`config.mk`:
```
export PLATFORM = sky130hd
export DESIGN_NAME = cpu_sequencer_flat
export DESIGN_NICKNAME = d
export VERILOG_FILES = /design/src/rtl/cpu_sequencer_if.sv /design/src/rtl/cpu_sequencer.sv /design/src/flat_wrapper.sv
export SDC_FILE = /design/constraint.sdc
export NUM_CORES = 1
export LEC_CHECK = 0
export BUFFER_PORTS_ARGS = -buffer_cell sky130_fd_sc_hd__clkbuf_2
export CAP_MARGIN = 20
export CORE_AREA = 3 3 103 203
export DETAILED_ROUTE_END_ITERATION = 6
export DIE_AREA = 0 0 106 206
export PLACE_DENSITY_LB_ADDON = 0.05
export SYNTH_ARGS = -nofsm -noshare
export SYNTH_HDL_FRONTEND = slang
export SYNTH_SLANG_ARGS = --single-unit
```
`constraint.sdc`:
```
create_clock -name clk -period 8.5 [get_ports clk]
set_input_delay 0.85 -clock clk [delete_from_list [all_inputs] [get_ports clk]]
set_output_delay 0.85 -clock clk [all_outputs]
set_load 0.01 [all_outputs]
```
`src/rtl/cpu_sequencer_if.sv`:
```
// rtl/cpu_sequencer_if.sv - datapath control/data bus between the sequencer and mem/reg_bank/ALU
interface cpu_sequencer_if;
   // memory ports
   logic [31:0] pc;
   logic [31:0] instr_in;
   logic [31:0] mem_addr;
   logic [31:0] mem_wdata;
   logic [31:0] mem_rdata;
   logic        mem_en;
   logic        mem_rw;
   logic        mem_clear;
   // register bank ports
   logic [1:0]  rf_raddr1;
   logic [1:0]  rf_raddr2;
   logic [31:0] rf_rdata1;
   logic [31:0] rf_rdata2;
   logic        rf_we;
   logic [1:0]  rf_waddr;
   logic [31:0] rf_wdata;
   // ALU ports
   logic [31:0] alu_a;
   logic [31:0] alu_b;
   logic [3:0]  alu_op;
   logic [31:0] alu_result;

   modport master (
      output pc, mem_addr, mem_wdata, mem_en, mem_rw, mem_clear,
      output rf_raddr1, rf_raddr2, rf_we, rf_waddr, rf_wdata,
      output alu_a, alu_b, alu_op,
      input  instr_in, mem_rdata, rf_rdata1, rf_rdata2, alu_result
   );

   modport slave (
      input  pc, mem_addr, mem_wdata, mem_en, mem_rw, mem_clear,
      input  rf_raddr1, rf_raddr2, rf_we, rf_waddr, rf_wdata,
      input  alu_a, alu_b, alu_op,
      output instr_in, mem_rdata, rf_rdata1, rf_rdata2, alu_result
   );
endinterface

```
`src/rtl/cpu_sequencer.sv`:
```
// rtl/cpu_sequencer.sv - multi-cycle control FSM for the mem/reg_bank/ALU datapath (optional SEQ_STEP_EN single-step)
module cpu_sequencer #(
   parameter logic [31:0] RESET_PC = 32'd0,
   parameter int          MEM_WAIT = 1,
   parameter logic [3:0]  ALU_ADD  = 4'd0,
   parameter logic [3:0]  ALU_SUB  = 4'd1,
   parameter logic [3:0]  ALU_DIV  = 4'd2,
   parameter logic [3:0]  ALU_MUL  = 4'd3
) (
   input  logic              clk,
   input  logic              rst,
`ifdef SEQ_STEP_EN
   input  logic              step,
`endif
   cpu_sequencer_if.master   bus,
   output logic              halted,
   output logic              div0,
   output logic [2:0]        state_dbg
);

   localparam int CW = (MEM_WAIT > 1) ? $clog2(MEM_WAIT) : 1;

   typedef enum logic [2:0] {
      S_FETCH  = 3'd0,
      S_DECODE = 3'd1,
      S_EXEC   = 3'd2,
      S_MEM    = 3'd3,
      S_WB     = 3'd4,
      S_CLEAR  = 3'd5,
      S_HALT   = 3'd6
   } state_t;

   state_t          state;
   logic [31:0]     ir;
   logic [CW-1:0]   wait_cnt;
   logic            fetch_go;

   // instruction fields; register addresses come straight from IR so they are stable from DECODE on
   logic [2:0]  opcode;
   logic [1:0]  dest;
   logic [31:0] imm;
   assign opcode        = ir[31:29];
   assign dest          = ir[26:25];
   assign imm           = {7'b0, ir[24:0]};
   assign bus.rf_raddr1 = ir[28:27];
   assign bus.rf_raddr2 = ir[26:25];
   assign state_dbg     = state;

`ifdef SEQ_STEP_EN
   assign fetch_go = step;
`else
   assign fetch_go = 1'b1;
`endif

   // sequencer FSM; every datapath control pin is a register set on entry to the state that uses it
   always_ff @(posedge clk or posedge rst) begin
      if (rst) begin
         state         <= S_FETCH;
         ir            <= '0;
         wait_cnt      <= '0;
         bus.pc        <= RESET_PC;
         bus.mem_addr  <= '0;
         bus.mem_wdata <= '0;
         bus.mem_en    <= 1'b0;
         bus.mem_rw    <= 1'b0;
         bus.mem_clear <= 1'b0;
         bus.rf_we     <= 1'b0;
         bus.rf_waddr  <= '0;
         bus.rf_wdata  <= '0;
         bus.alu_a     <= '0;
         bus.alu_b     <= '0;
         bus.alu_op    <= '0;
         halted        <= 1'b0;
         div0          <= 1'b0;
      end else begin
         // strobes fall back to idle unless the next state re-asserts them
         bus.mem_en    <= 1'b0;
         bus.mem_rw    <= 1'b0;
         bus.mem_clear <= 1'b0;
         bus.rf_we     <= 1'b0;
         case (state)
            S_FETCH: begin
               if (fetch_go) begin
                  ir     <= bus.instr_in;
                  bus.pc <= bus.pc + 32'd1;
                  state  <= S_DECODE;
               end
            end
            S_DECODE: begin
               if (opcode == 3'b101) begin
                  halted <= 1'b1;
                  state  <= S_HALT;
               end else if (opcode == 3'b100) begin
                  bus.mem_clear <= 1'b1;
                  state         <= S_CLEAR;
               end else if (opcode == 3'b010 && imm == 32'd0) begin
                  div0  <= 1'b1;
                  state <= S_FETCH;
               end else begin
                  bus.alu_a <= bus.rf_rdata1;
                  bus.alu_b <= imm;
                  case (opcode)
                     3'b001:  bus.alu_op <= ALU_SUB;
                     3'b010:  bus.alu_op <= ALU_DIV;
                     3'b011:  bus.alu_op <= ALU_MUL;
                     default: bus.alu_op <= ALU_ADD;
                  endcase
                  state <= S_EXEC;
               end
            end
            S_EXEC: begin
               if (opcode[2:1] == 2'b11) begin
                  bus.mem_addr  <= bus.alu_result;
                  bus.mem_wdata <= bus.rf_rdata2;
                  bus.mem_en    <= 1'b1;
                  bus.mem_rw    <= opcode[0];
                  wait_cnt      <= CW'(MEM_WAIT - 1);
                  state         <= S_MEM;
               end else begin
                  bus.rf_we    <= 1'b1;
                  bus.rf_waddr <= dest;
                  bus.rf_wdata <= bus.alu_result;
                  state        <= S_WB;
               end
            end
            S_MEM: begin
               if (wait_cnt == '0) begin
                  if (opcode[0]) begin
                     state <= S_FETCH;
                  end else begin
                     bus.rf_we    <= 1'b1;
                     bus.rf_waddr <= dest;
                     bus.rf_wdata <= bus.mem_rdata;
                     state        <= S_WB;
                  end
               end else begin
                  wait_cnt   <= wait_cnt - 1'b1;
                  bus.mem_en <= 1'b1;
                  bus.mem_rw <= opcode[0];
               end
            end
            S_WB:    state <= S_FETCH;
            S_CLEAR: state <= S_FETCH;
            S_HALT:  halted <= 1'b1;
            default: state <= S_FETCH;
         endcase
      end
   end

endmodule

```
`src/flat_wrapper.sv`:
```
// flat-port wrapper written by rule: the top's interface ports become plain ports
module cpu_sequencer_flat 
#(
   parameter logic [31:0] RESET_PC = 32'd0,
   parameter int          MEM_WAIT = 1,
   parameter logic [3:0]  ALU_ADD  = 4'd0,
   parameter logic [3:0]  ALU_SUB  = 4'd1,
   parameter logic [3:0]  ALU_DIV  = 4'd2,
   parameter logic [3:0]  ALU_MUL  = 4'd3
)
  (clk, rst, halted, div0, state_dbg, bus_pc, bus_mem_addr, bus_mem_wdata, bus_mem_en, bus_mem_rw, bus_mem_clear, bus_rf_raddr1, bus_rf_raddr2, bus_rf_we, bus_rf_waddr, bus_rf_wdata, bus_alu_a, bus_alu_b, bus_alu_op, bus_instr_in, bus_mem_rdata, bus_rf_rdata1, bus_rf_rdata2, bus_alu_result);
  cpu_sequencer_if bus_i ();
  input  logic clk;
  input  logic rst;
  output logic halted;
  output logic div0;
  output logic [2:0] state_dbg;
  output wire logic [$bits(bus_i.pc)-1:0] bus_pc;
  output wire logic [$bits(bus_i.mem_addr)-1:0] bus_mem_addr;
  output wire logic [$bits(bus_i.mem_wdata)-1:0] bus_mem_wdata;
  output wire logic [$bits(bus_i.mem_en)-1:0] bus_mem_en;
  output wire logic [$bits(bus_i.mem_rw)-1:0] bus_mem_rw;
  output wire logic [$bits(bus_i.mem_clear)-1:0] bus_mem_clear;
  output wire logic [$bits(bus_i.rf_raddr1)-1:0] bus_rf_raddr1;
  output wire logic [$bits(bus_i.rf_raddr2)-1:0] bus_rf_raddr2;
  output wire logic [$bits(bus_i.rf_we)-1:0] bus_rf_we;
  output wire logic [$bits(bus_i.rf_waddr)-1:0] bus_rf_waddr;
  output wire logic [$bits(bus_i.rf_wdata)-1:0] bus_rf_wdata;
  output wire logic [$bits(bus_i.alu_a)-1:0] bus_alu_a;
  output wire logic [$bits(bus_i.alu_b)-1:0] bus_alu_b;
  output wire logic [$bits(bus_i.alu_op)-1:0] bus_alu_op;
  input wire logic [$bits(bus_i.instr_in)-1:0] bus_instr_in;
  input wire logic [$bits(bus_i.mem_rdata)-1:0] bus_mem_rdata;
  input wire logic [$bits(bus_i.rf_rdata1)-1:0] bus_rf_rdata1;
  input wire logic [$bits(bus_i.rf_rdata2)-1:0] bus_rf_rdata2;
  input wire logic [$bits(bus_i.alu_result)-1:0] bus_alu_result;
  assign bus_pc = bus_i.pc;
  assign bus_mem_addr = bus_i.mem_addr;
  assign bus_mem_wdata = bus_i.mem_wdata;
  assign bus_mem_en = bus_i.mem_en;
  assign bus_mem_rw = bus_i.mem_rw;
  assign bus_mem_clear = bus_i.mem_clear;
  assign bus_rf_raddr1 = bus_i.rf_raddr1;
  assign bus_rf_raddr2 = bus_i.rf_raddr2;
  assign bus_rf_we = bus_i.rf_we;
  assign bus_rf_waddr = bus_i.rf_waddr;
  assign bus_rf_wdata = bus_i.rf_wdata;
  assign bus_alu_a = bus_i.alu_a;
  assign bus_alu_b = bus_i.alu_b;
  assign bus_alu_op = bus_i.alu_op;
  assign bus_i.instr_in = bus_instr_in;
  assign bus_i.mem_rdata = bus_mem_rdata;
  assign bus_i.rf_rdata1 = bus_rf_rdata1;
  assign bus_i.rf_rdata2 = bus_rf_rdata2;
  assign bus_i.alu_result = bus_alu_result;
  cpu_sequencer #(.RESET_PC(RESET_PC), .MEM_WAIT(MEM_WAIT), .ALU_ADD(ALU_ADD), .ALU_SUB(ALU_SUB), .ALU_DIV(ALU_DIV), .ALU_MUL(ALU_MUL)) u_core (.clk(clk), .rst(rst), .bus(bus_i), .halted(halted), .div0(div0), .state_dbg(state_dbg));
endmodule
```
---- Word-level counts from Yosys, hierarchy flattened ----
Cells that the tools add are included.
storage, ports and cells
  memory bits (read-only) ................. 0
  output and inout bits ................... 211
  input port bits ......................... 162
  bits in registers ....................... 233
  bits in writable memories ............... 0
  memories kept ........................... 0
  word-level logic and storage cells ...... 84
  bits in latches ......................... 0
operators by class
  bitwise gates (word level) .............. 4
  multiplexer cells ....................... 34
  shift operators ......................... 0
  multipliers ............................. 0
  divide/modulo/power cells ............... 0
  equality and inequality tests ........... 15
  add/sub/neg operators ................... 2
  magnitude comparators ................... 0
  reductions and logical operators ........ 12
operator list
  kind                                            number
  two-way mux 32 bit                              3
  one-hot mux 32 bit (2 select lines)             1
  adder 32 x 1 -> 32 bit (second input constant)  1
  zero test 32 bit                                1
  two-way mux 3 bit                               5
  one-hot mux 3 bit (5 select lines)              1
  two-way mux 1 bit                               13
  == test 3 x 2 -> 1 bit (second input constant)  4
  AND reduction 4 bit                             3
  one-hot mux 1 bit (2 select lines)              5
  == test 3 bit (second input constant)           3
  two-way mux 2 bit                               4
  AND reduction 2 bit                             4
  == test 3 x 1 -> 1 bit (second input constant)  2
  != test 2 bit (second input constant)           3
  one-hot mux 2 bit (3 select lines)              1
  != test 2 x 1 -> 1 bit (second input constant)  2
  inverter 1 bit                                  4
  one-hot mux 2 bit (2 select lines)              1
  nonzero test 2 bit                              2
  zero test 3 bit                                 1
  == test 2 bit (second input constant)           1
  logical AND 1 bit                               1
  subtractor 1 bit (second input constant)        1

---- Depth between registers and ports, before layout ----
Gate-level depths: netlist of run 1.
  depth in word-level cells ............... 6
  gate-level depth with buffers ........... 7
  mapped depth without buffers ............ 5

---- Worst setup path before layout of run 1 ----
Ideal clock, no wire load.
  path kind ............................... reg2reg
  start point ............................. reg u_core.state[2], in the netlist u_core.state_dbg[2]
  end point ............................... reg u_core.bus.pc[25]
  setup slack ............................. 6.637 ns
  data required time ...................... 8.421 ns
  buffers on the path ..................... 1
  clock period less this slack ............ 1.863 ns
  stages on the path, launching flop included .. 7
  arrival time ............................ 1.784 ns
  library setup time ...................... 0.079 ns
  cell sequence ........................... dfrtp_1 -> nor3_4 -> nand4_1 -> or4b_1 -> buf_6 -> nor2_2 -> xor2_1
between the ends
  longest elaborated chain between the ends .. 1
RTL lines
  item                    RTL line                RTL
  from (decl)             cpu_sequencer.sv:33     state_t state;
  from (signal assigned)  cpu_sequencer.sv:58     state <= S_FETCH;
  from (signal assigned)  cpu_sequencer.sv:86     state <= S_DECODE;
  from (signal assigned)  cpu_sequencer.sv:92     state <= S_HALT;
  zero test 3 bit         cpu_sequencer.sv:81     case (state)
  to (signal assigned)    cpu_sequencer.sv:85     bus.pc <= bus.pc + 32'd1;
  to (decl)               cpu_sequencer_if.sv:27  output pc, mem_addr, mem_wdata, mem_en, mem_rw, mem_clear,
No other way between the ends.
A chain may end at the register's enable or synchronous reset.

---- Final worst setup path of run 1 ----
  start point ............................. reg u_core.ir[29]
  end point ............................... reg u_core.bus.alu_a[16]
between the ends
  longest elaborated chain between the ends .. 4
  elaborated cells on any way between the ends .. 8
  classes of those cells .................. eq/ne: 3; bitwise: 3; reduce/logical: 2
RTL lines
  item                                      RTL line                RTL
  from (decl)                               cpu_sequencer.sv:34     logic [31:0] ir;
  from (signal assigned)                    cpu_sequencer.sv:84     ir <= bus.instr_in;
  == test 3 x 2 -> 1 bit                    cpu_sequencer.sv:96     end else if (opcode == 3'b010 && imm == 32'd0) begin
  logical AND 1 bit                         cpu_sequencer.sv:96
  inverter 1 bit (no source line)           -
  AND reduction 4 bit (no source line) (*)  -
  to (signal assigned)                      cpu_sequencer.sv:100    bus.alu_a <= bus.rf_rdata1;
  to (decl)                                 cpu_sequencer_if.sv:29  output alu_a, alu_b, alu_op,
Every way passes the cells marked *; elsewhere a longest branch is shown, timed or not.

==> results of run 1 <==
flip-flops by register name, indices dropped and copies added (netlist names), 2 cells and up:
| name | flops |
|---|---|
| u_core.bus.mem_wdata | 32 |
| u_core.bus.alu_b | 25 |
| u_core.bus.pc | 32 |
| u_core.state_dbg | 3 |
| u_core.bus.mem_addr | 32 |
| u_core.bus.alu_a | 32 |
| u_core.bus.rf_waddr | 2 |
| u_core.bus.rf_wdata | 32 |
| u_core.bus.alu_op | 2 |
| u_core.ir | 32 |
report_power, final:
part           total (mW)  internal [mW]  switching (mW)
Combinational        1.64          0.814           0.828
Sequential           1.89           1.58           0.310
Clock               0.951          0.551           0.400
Total                4.48           2.95            1.54
cells in the mapped netlist, types with 8 or more instances:
cell      number
mux2i_1       32
buf_2         13
nor2_1         9
buf_4         13
nand4_1        8
dfrtp_1      230
o21ai_0       35
xor2_1        10
nand2_1       59
mux2_2       154
nand3_1       14
clkbuf_1       9
xnor2_1       21
through the flow:
| step | std cells | total power [mW] |
|---|---|---|
| after detailed placement | 1261 | 3.58 |
| after floorplan | 675 | 2.87 |
| after CTS | 1296 | 4.55 |
| after global routing | 1297 | 4.76 |
| after global placement | 1261 | 3.54 |
| final | 1297 | 4.48 |
worst reg2reg max path, stage by stage (launching register included):
cell and delay [ns]:
dfrtp_1 0.47, nor4_1 0.41, nand3_1 0.21, o21ai_4 0.52
buf_4 0.59, mux2_2 0.44
final cells by class:
type	instances	area, µm²	area share (%)
antenna	1	2.50	0.0210
tap	259	324	2.72
sequential	230	5760	48.2
clock buffer	30	599	5.02
inverter	3	18.8	0.157
multi-input combinational	400	3290	27.5
clock inverter	5	82.6	0.692
timing repair buffer	369	1860	15.6
path summary, 6_finish.rpt:
path                                                 to  slack (ns)  cells past startpoint     startpoint
max in group asynchronous        u_core.bus.rf_wdata[4]        6.64                      3            rst
worst min-delay path            u_core.bus.mem_addr[13]        0.44                      2            rst
min in group clk                            u_core.div0        0.46                      1    u_core.div0
worst max-delay path               u_core.bus.alu_a[16]        5.74                      5  u_core.ir[29]
worst min register to register              u_core.div0        0.46                      1    u_core.div0
worst max register to register     u_core.bus.alu_a[16]        5.74                      5  u_core.ir[29]
layer usage:
layer / part of all wire (%) / vias up / global-route usage, %
met5: 0 / - / 0
li1: - / 3016 / -
met4: 2.6 / 0 / 6.72
met2: 54 / 267 / 41.2
met1: 36 / 3159 / 24.9
met3: 7.4 / 36 / 5.28
logic make-up (layout without fill, tap and decap cells):
| kind of cell | after synthesis | after routing | synth area share, % |
|---|---|---|---|
| other cells | 1 | 10 | 0.0406 |
| compound gates | 41 | 41 | 2.37 |
| xor+xnor | 31 | 31 | 2.94 |
| simple gates | 132 | 132 | 7.29 |
| fa+ha+maj | 1 | 1 | 0.136 |
| flops | 230 | 230 | 62.3 |
| buf+inv | 45 | 407 | 2.62 |
| mux | 186 | 186 | 22.3 |
==> results by group, run 1 <==
Worst setup path
  • CP endpoint kind: register
  • Worst path max stage delay: 0.59 ns
  • Critical Path RT: 8.88 ns
  • WP buf/inv: 1
  • Crit path max fanout: 44
  • Crit path max-delay cell type: buf_4
  • Critical path's top delay family: simple AND/OR/NAND/NOR gates
  • Critical path type: reg2reg
  • WP data arrival: 3.14 ns
  • CP Launch Type: register
  • CP Cell Sequence: nor4_1 > nand3_1 > o21ai_4 > buf_4 > mux2_2

Power
  • Leak: 6.14 nW
  • VDD IR max: 0.261 mV
  • Power Dens Cells: 376 nW/µm²

Outcome
  • Run status: complete, no violations

Timing
  • Worst hold slack: 0.440 ns
  • Final Critical Period: 2.76 ns
  • Worst Max-Slew Pin Slew: 1.11 ns
  • Final hold vios: 0
  • Final setup fails: 0
  • Worst rel slew slack: 25.8%
  • F_max: 363 MHz
  • Crit share post-route: 32.4%
  • Worst clock skew: 0.0163 ns
  • RSZ-0062 raised after global routing: no
  • Final max-slew violation count: 0
  • Final WS setup: 5.74 ns
  • Setup TNS: 0 ns

Placed design
  • Port bufs: 363
  • Final GP Congestion: 0.781
  • Area post-placement: 11200 µm²
  • HPWL Detailed: 19100 µm
  • Pre-CTS setup slack: 5.71 ns

Floorplan
  • Die X: 106 µm
  • Core ar.: 19500 µm²
  • Die ar.: 21800 µm²
  • FP Rows: 72
  • Chip height: 206 µm
  • Initial Util: 47.4%
  • Io pins: 373

Final layout
  • Most common cell after layout, fill and taps aside: clkbuf_2
  • Fillcell total: 1691
  • Final core utilization: 61.3%
  • Area delta synth->final: 29.2%
  • Final nets: 1188
  • Final Instance Area: 11900 µm²
  • Commonest non-fill, non-tap cells in the layout: 363 x clkbuf_2, 230 x dfrtp_1, 154 x mux2_2
  • Layout cells sized above 1: 54.8%

Yosys
  • Post-Syn Instances: 667
  • Share of the synthesized area in the top cell type: 62.3%
  • Ranking of synthesized cells by area: dfrtp_1 62%, mux2_2 19%, mux2i_1 3.5%
  • Yosys reg bits: 230
  • Synth async-reset ratio: 100%
  • Post-synth EDFFs: 0
  • YS warnings: 0
  • Area of the mapped netlist: 9230 µm²
  • Sequential share of the synthesized area: 62.3%
  • Unique cell type count in the Yosys netlist: 41
  • Synth area leader: dfrtp_1
  • Top FF cell, synth: dfrtp_1
  • Synth Area per Inst: 13.8 µm²

Detailed routing
  • Vias per inst: 4.99
  • Pre-antenna DRT Iters: 6
  • Total Wirelength: 24900 µm
  • First DRT Iteration DRCs: 211
  • Routed via count: 6478
  • DRC errors left: 0
  • Wirelength per Cell: 19.2 µm
  • DRT antenna net count: 0

GRT
  • Antenna violations before repair: 1
  • First-pass GRT wire length: 37900 µm
  • Largest net degree at the start of global routing: 85
  • GRT Resource Usage Total: 22.2%
  • Grt total ovfl: 0
  • Number of global-route vias before repair: 6830

Job
  • MaxCap Viol Count: 0

Clock tree
  • # resized after CTS: 0
  • Clock-pin slew on the worst setup and hold paths: 0.07 ns
  • Clock Latency Late Sink: 0.50 ns
  • H-tree levels: 1
  • Number of buffers inserted by post-CTS setup repair: 0
  • Hold-fix buffers, CTS: 0
  • Clock Sinks: 230
  • CTS Buf Count: 21
  • CTS tree: done
  • Clock tree root driver cell: clkbuf_16
  • CTS max path bufs: 3

Worst hold path
  • Worst Hold Class: in2async
No activity file was read; power rests on OpenSTA's default activity.
==> inputs of run 2 (changes only) <==
--- a/config.mk
+++ b/config.mk
@@ -5,11 +5,12 @@
 export SDC_FILE = /design/constraint.sdc
 export NUM_CORES = 1
 export LEC_CHECK = 0
+export ABC_AREA = 1
 export BUFFER_PORTS_ARGS = -buffer_cell sky130_fd_sc_hd__clkbuf_2
 export CAP_MARGIN = 20
-export CORE_AREA = 3 3 103 203
+export CORE_AREA = 3 3 104 206
 export DETAILED_ROUTE_END_ITERATION = 6
-export DIE_AREA = 0 0 106 206
+export DIE_AREA = 0 0 107 209
 export PLACE_DENSITY_LB_ADDON = 0.05
 export SYNTH_ARGS = -nofsm -noshare
 export SYNTH_HDL_FRONTEND = slang
==> constraint.sdc (replaced) <==
create_clock -name clk -period 2.75 [get_ports clk]
set_input_delay 0.275 -clock clk [delete_from_list [all_inputs] [get_ports clk]]
set_output_delay 0.275 -clock clk [all_outputs]
set_load 0.01 [all_outputs]
==> run 2 against run 1 <==
  * Sequential power grew to 3.1 times the previous value
  * Worst hold slack lost 0.43 ns
  * Die area grew 2.4%
  * Wire length grew 19%
  * Synthesized area grew 6.1%
  * Sequential share of layout area shrank 4.6 points
  * Cell area grew 11%
  * Synthesized cell count grew 76%
  * Clock power grew to 3.0 times the previous value
  * Highest routed layer unchanged
==> results by group, run 2 <==
Detailed routing
  • Vias per inst: 4.88
  • First DRT Iteration DRCs: 426
  • Pre-antenna DRT Iters: 7
  • Wirelength per Cell: 15.9 µm
  • DRT antenna net count: 0
  • DRC errors left: 0
  • Total Wirelength: 29600 µm
  • Routed via count: 9087

Yosys
  • Post-synth top cells: 566 x nand2_1, 230 x dfrtp_1, 86 x inv_1, 80 x nand3_1, 53 x nor2_1
  • Top-count cell post-synth: nand2_1
  • Synth area leader: dfrtp_1
  • Top FF cell, synth: dfrtp_1
  • Share of the synthesized area in the top cell type: 58.8%
  • YS warnings: 0
  • Post-Syn Instances: 1176
  • Yosys reg bits: 230
  • Synth async-reset ratio: 100%
  • Ranking of synthesized cells by area: dfrtp_1 59%, nand2_1 22%, nand3_1 4.1%
  • Unique cell type count in the Yosys netlist: 26
  • Post-synth EDFFs: 0
  • Synth Area per Inst: 8.33 µm²
  • Area of the mapped netlist: 9790 µm²
  • Sequential share of the synthesized area: 58.8%

Timing
  • Worst Max-Slew Pin Slew: 0.811 ns
  • Worst clock skew: 0.00719 ns
  • F_max: 503 MHz
  • RSZ-0062 raised after global routing: no
  • Crit share post-route: 72.4%
  • Worst rel slew slack: 45.9%
  • Final hold vios: 0
  • Final setup fails: 0
  • Final WS setup: 0.760 ns
  • Final Critical Period: 1.99 ns
  • Final max-slew violation count: 0

Clock tree
  • Clock-pin slew on the worst setup and hold paths: 0.07 ns
  • Clock Sinks: 230
  • CTS tree: done
  • CTS max path bufs: 3
  • CTS Buf Count: 21
  • Clock Latency Late Sink: 0.49 ns
  • # resized after CTS: 0
  • H-tree levels: 1
  • Clock tree root driver cell: clkbuf_16

Worst setup path
  • CP Cell Sequence: inv_1 > nor2_1 > nand2_2 > o21ai_2 > inv_1 > buf_4 > nand2_1 > o21ai_0
  • WP buf/inv: 3
  • Most numerous cell on the critical path: inv_1
  • WP data arrival: 2.34 ns
  • Crit path max fanout: 38
  • Worst path max stage delay: 0.64 ns
  • CP endpoint kind: register
  • Critical Path RT: 3.10 ns
  • CP Launch Type: register
  • Critical path type: reg2reg
  • Crit path max-delay cell type: o21ai_2
  • Critical path's top delay family: compound AO/OA/AOI/OAI gates

Placed design
  • HPWL Detailed: 21500 µm
  • Dpl cells: 1759
  • Final GP Congestion: 0.891
  • Area post-placement: 11800 µm²
  • Pre-CTS setup slack: 0.737 ns
  • Port bufs: 363

Final layout
  • Final nets: 1751
  • Most common cell after layout, fill and taps aside: nand2_1
  • Area delta synth->final: 34.7%
  • Final std cells w/o fill: 1864
  • Fillcell total: 1790
  • Commonest non-fill, non-tap cells in the layout: 563 x nand2_1, 363 x clkbuf_2, 230 x dfrtp_1
  • Final core utilization: 66.0%
  • Sequential cell area: 5760 µm²
  • Multi-input gate area: 3440 µm²
  • Final Instance Area: 13200 µm²
  • Layout cells sized above 1: 26.3%

GRT
  • Grt total ovfl: 0
  • Largest net degree at the start of global routing: 80
  • GRT Resource Usage Total: 26.2%
  • Number of global-route vias before repair: 9245
  • Antenna violations before repair: 1
  • First-pass GRT wire length: 47200 µm

Floorplan
  • Core ar.: 20000 µm²
  • Die X: 107 µm
  • Die ar.: 22400 µm²
  • Initial Util: 49.0%
  • Chip height: 209 µm
  • FP Rows: 73
  • Io pins: 373

Power
  • Power Dens Cells: 1060 nW/µm²
  • Power, Total: 13.9 mW
  • Leak: 7.54 nW
  • VDD IR max: 0.680 mV

Worst hold path
  • Worst Hold Class: in2reg

Job
  • MaxCap Viol Count: 0

Outcome
  • Run status: complete, no violations
==> run 2: cell count changes in the layout (fill, tap and decap cells not counted), sizes merged, moves of 7 or more <==
cell	delta
mux2i	-32
nand4	+8
nor2	+41
nor4	-7
inv	+82
dlygate4sd3	+68
nand3	+66
mux2	-154
nand2	+508
o21ai	-16
buf	+9
o211ai	+28
xnor2	-13
==> run 2: cells by family (layout without fill, tap and decap cells) <==
group,Yosys count,count (layout),share of synthesized area [%]
fa+ha+maj,1,1,0.128
other cells,1,10,0.0383
simple gates,724,724,29.6
xor+xnor,16,16,1.43
buf+inv,152,569,6.52
flops,230,230,58.8
compound gates,52,52,3.53
==> run 2: worst register-to-register path, stage by stage (launching register included) <==
cell and delay [ns]:
dfrtp_1 0.39, inv_1 0.06, nor2_1 0.14, nand2_2 0.08, o21ai_2 0.64, inv_1 0.09
buf_4 0.29, nand2_1 0.10, o21ai_0 0.07
==> run 2: final timing paths <==
kind | to | slack [ns] | startpoint | cells after the start
worst min register to register | u_core.bus.alu_op[1] | 0.47 | u_core.bus.alu_op[1] | 2
worst max register to register | u_core.bus.rf_wdata[31] | 0.76 | u_core.state_dbg[1] | 8
max in group asynchronous | u_core.bus.pc[25] | 1.71 | rst | 4
min in group asynchronous | u_core.bus.mem_addr[15] | 0.30 | rst | 3
worst min-delay path | u_core.bus.mem_addr[13] | 0.01 | bus_alu_result[13] | 3
worst max-delay path | u_core.bus.rf_wdata[31] | 0.76 | u_core.state_dbg[1] | 8
==> run 2: repair_timing <==
item | 4_1_cts | 5_1_grt
setup buffers | 0 | 0
endpoints found under the hold margin | 74 | 0
hold buffers | 68 | 0
==> run 2: per-stage QoR <==
stage          setup TNS, ns  hold WS (ns)
2_1_floorplan        -122.58         0.385
3_3_place_gp               0         0.254
3_5_place_dp               0         0.254
4_1_cts                    0      0.000847
5_1_grt                    0       0.00819
6_report                   0        0.0133
==> run 2: power by group <==
group / internal (mW) / switching (mW) / total (mW)
combinational: 1.98 / 3.31 / 5.29
sequential: 4.86 / 0.922 / 5.78
clock: 1.61 / 1.26 / 2.87
==> run 2: per-layer routing <==
metal	vias to the layer above	wire [µm]	track usage [%]
met5	-	0	0
met4	0	1100	9.23
met3	60	1890	5.22
met2	315	15800	47.9
met1	4275	10800	30.0
li1	4437	-	-
==> run 2: final cells by class <==
class | count | share of cell area (%)
Antenna cell | 1 | 0.0190
Clock buffer | 28 | 4.49
Clock inverter | 8 | 0.531
Inverter | 87 | 2.50
Multi-Input combinational cell | 802 | 26.1
Sequential cell | 230 | 43.6
Tap cell | 262 | 2.48
Timing Repair Buffer | 446 | 20.3
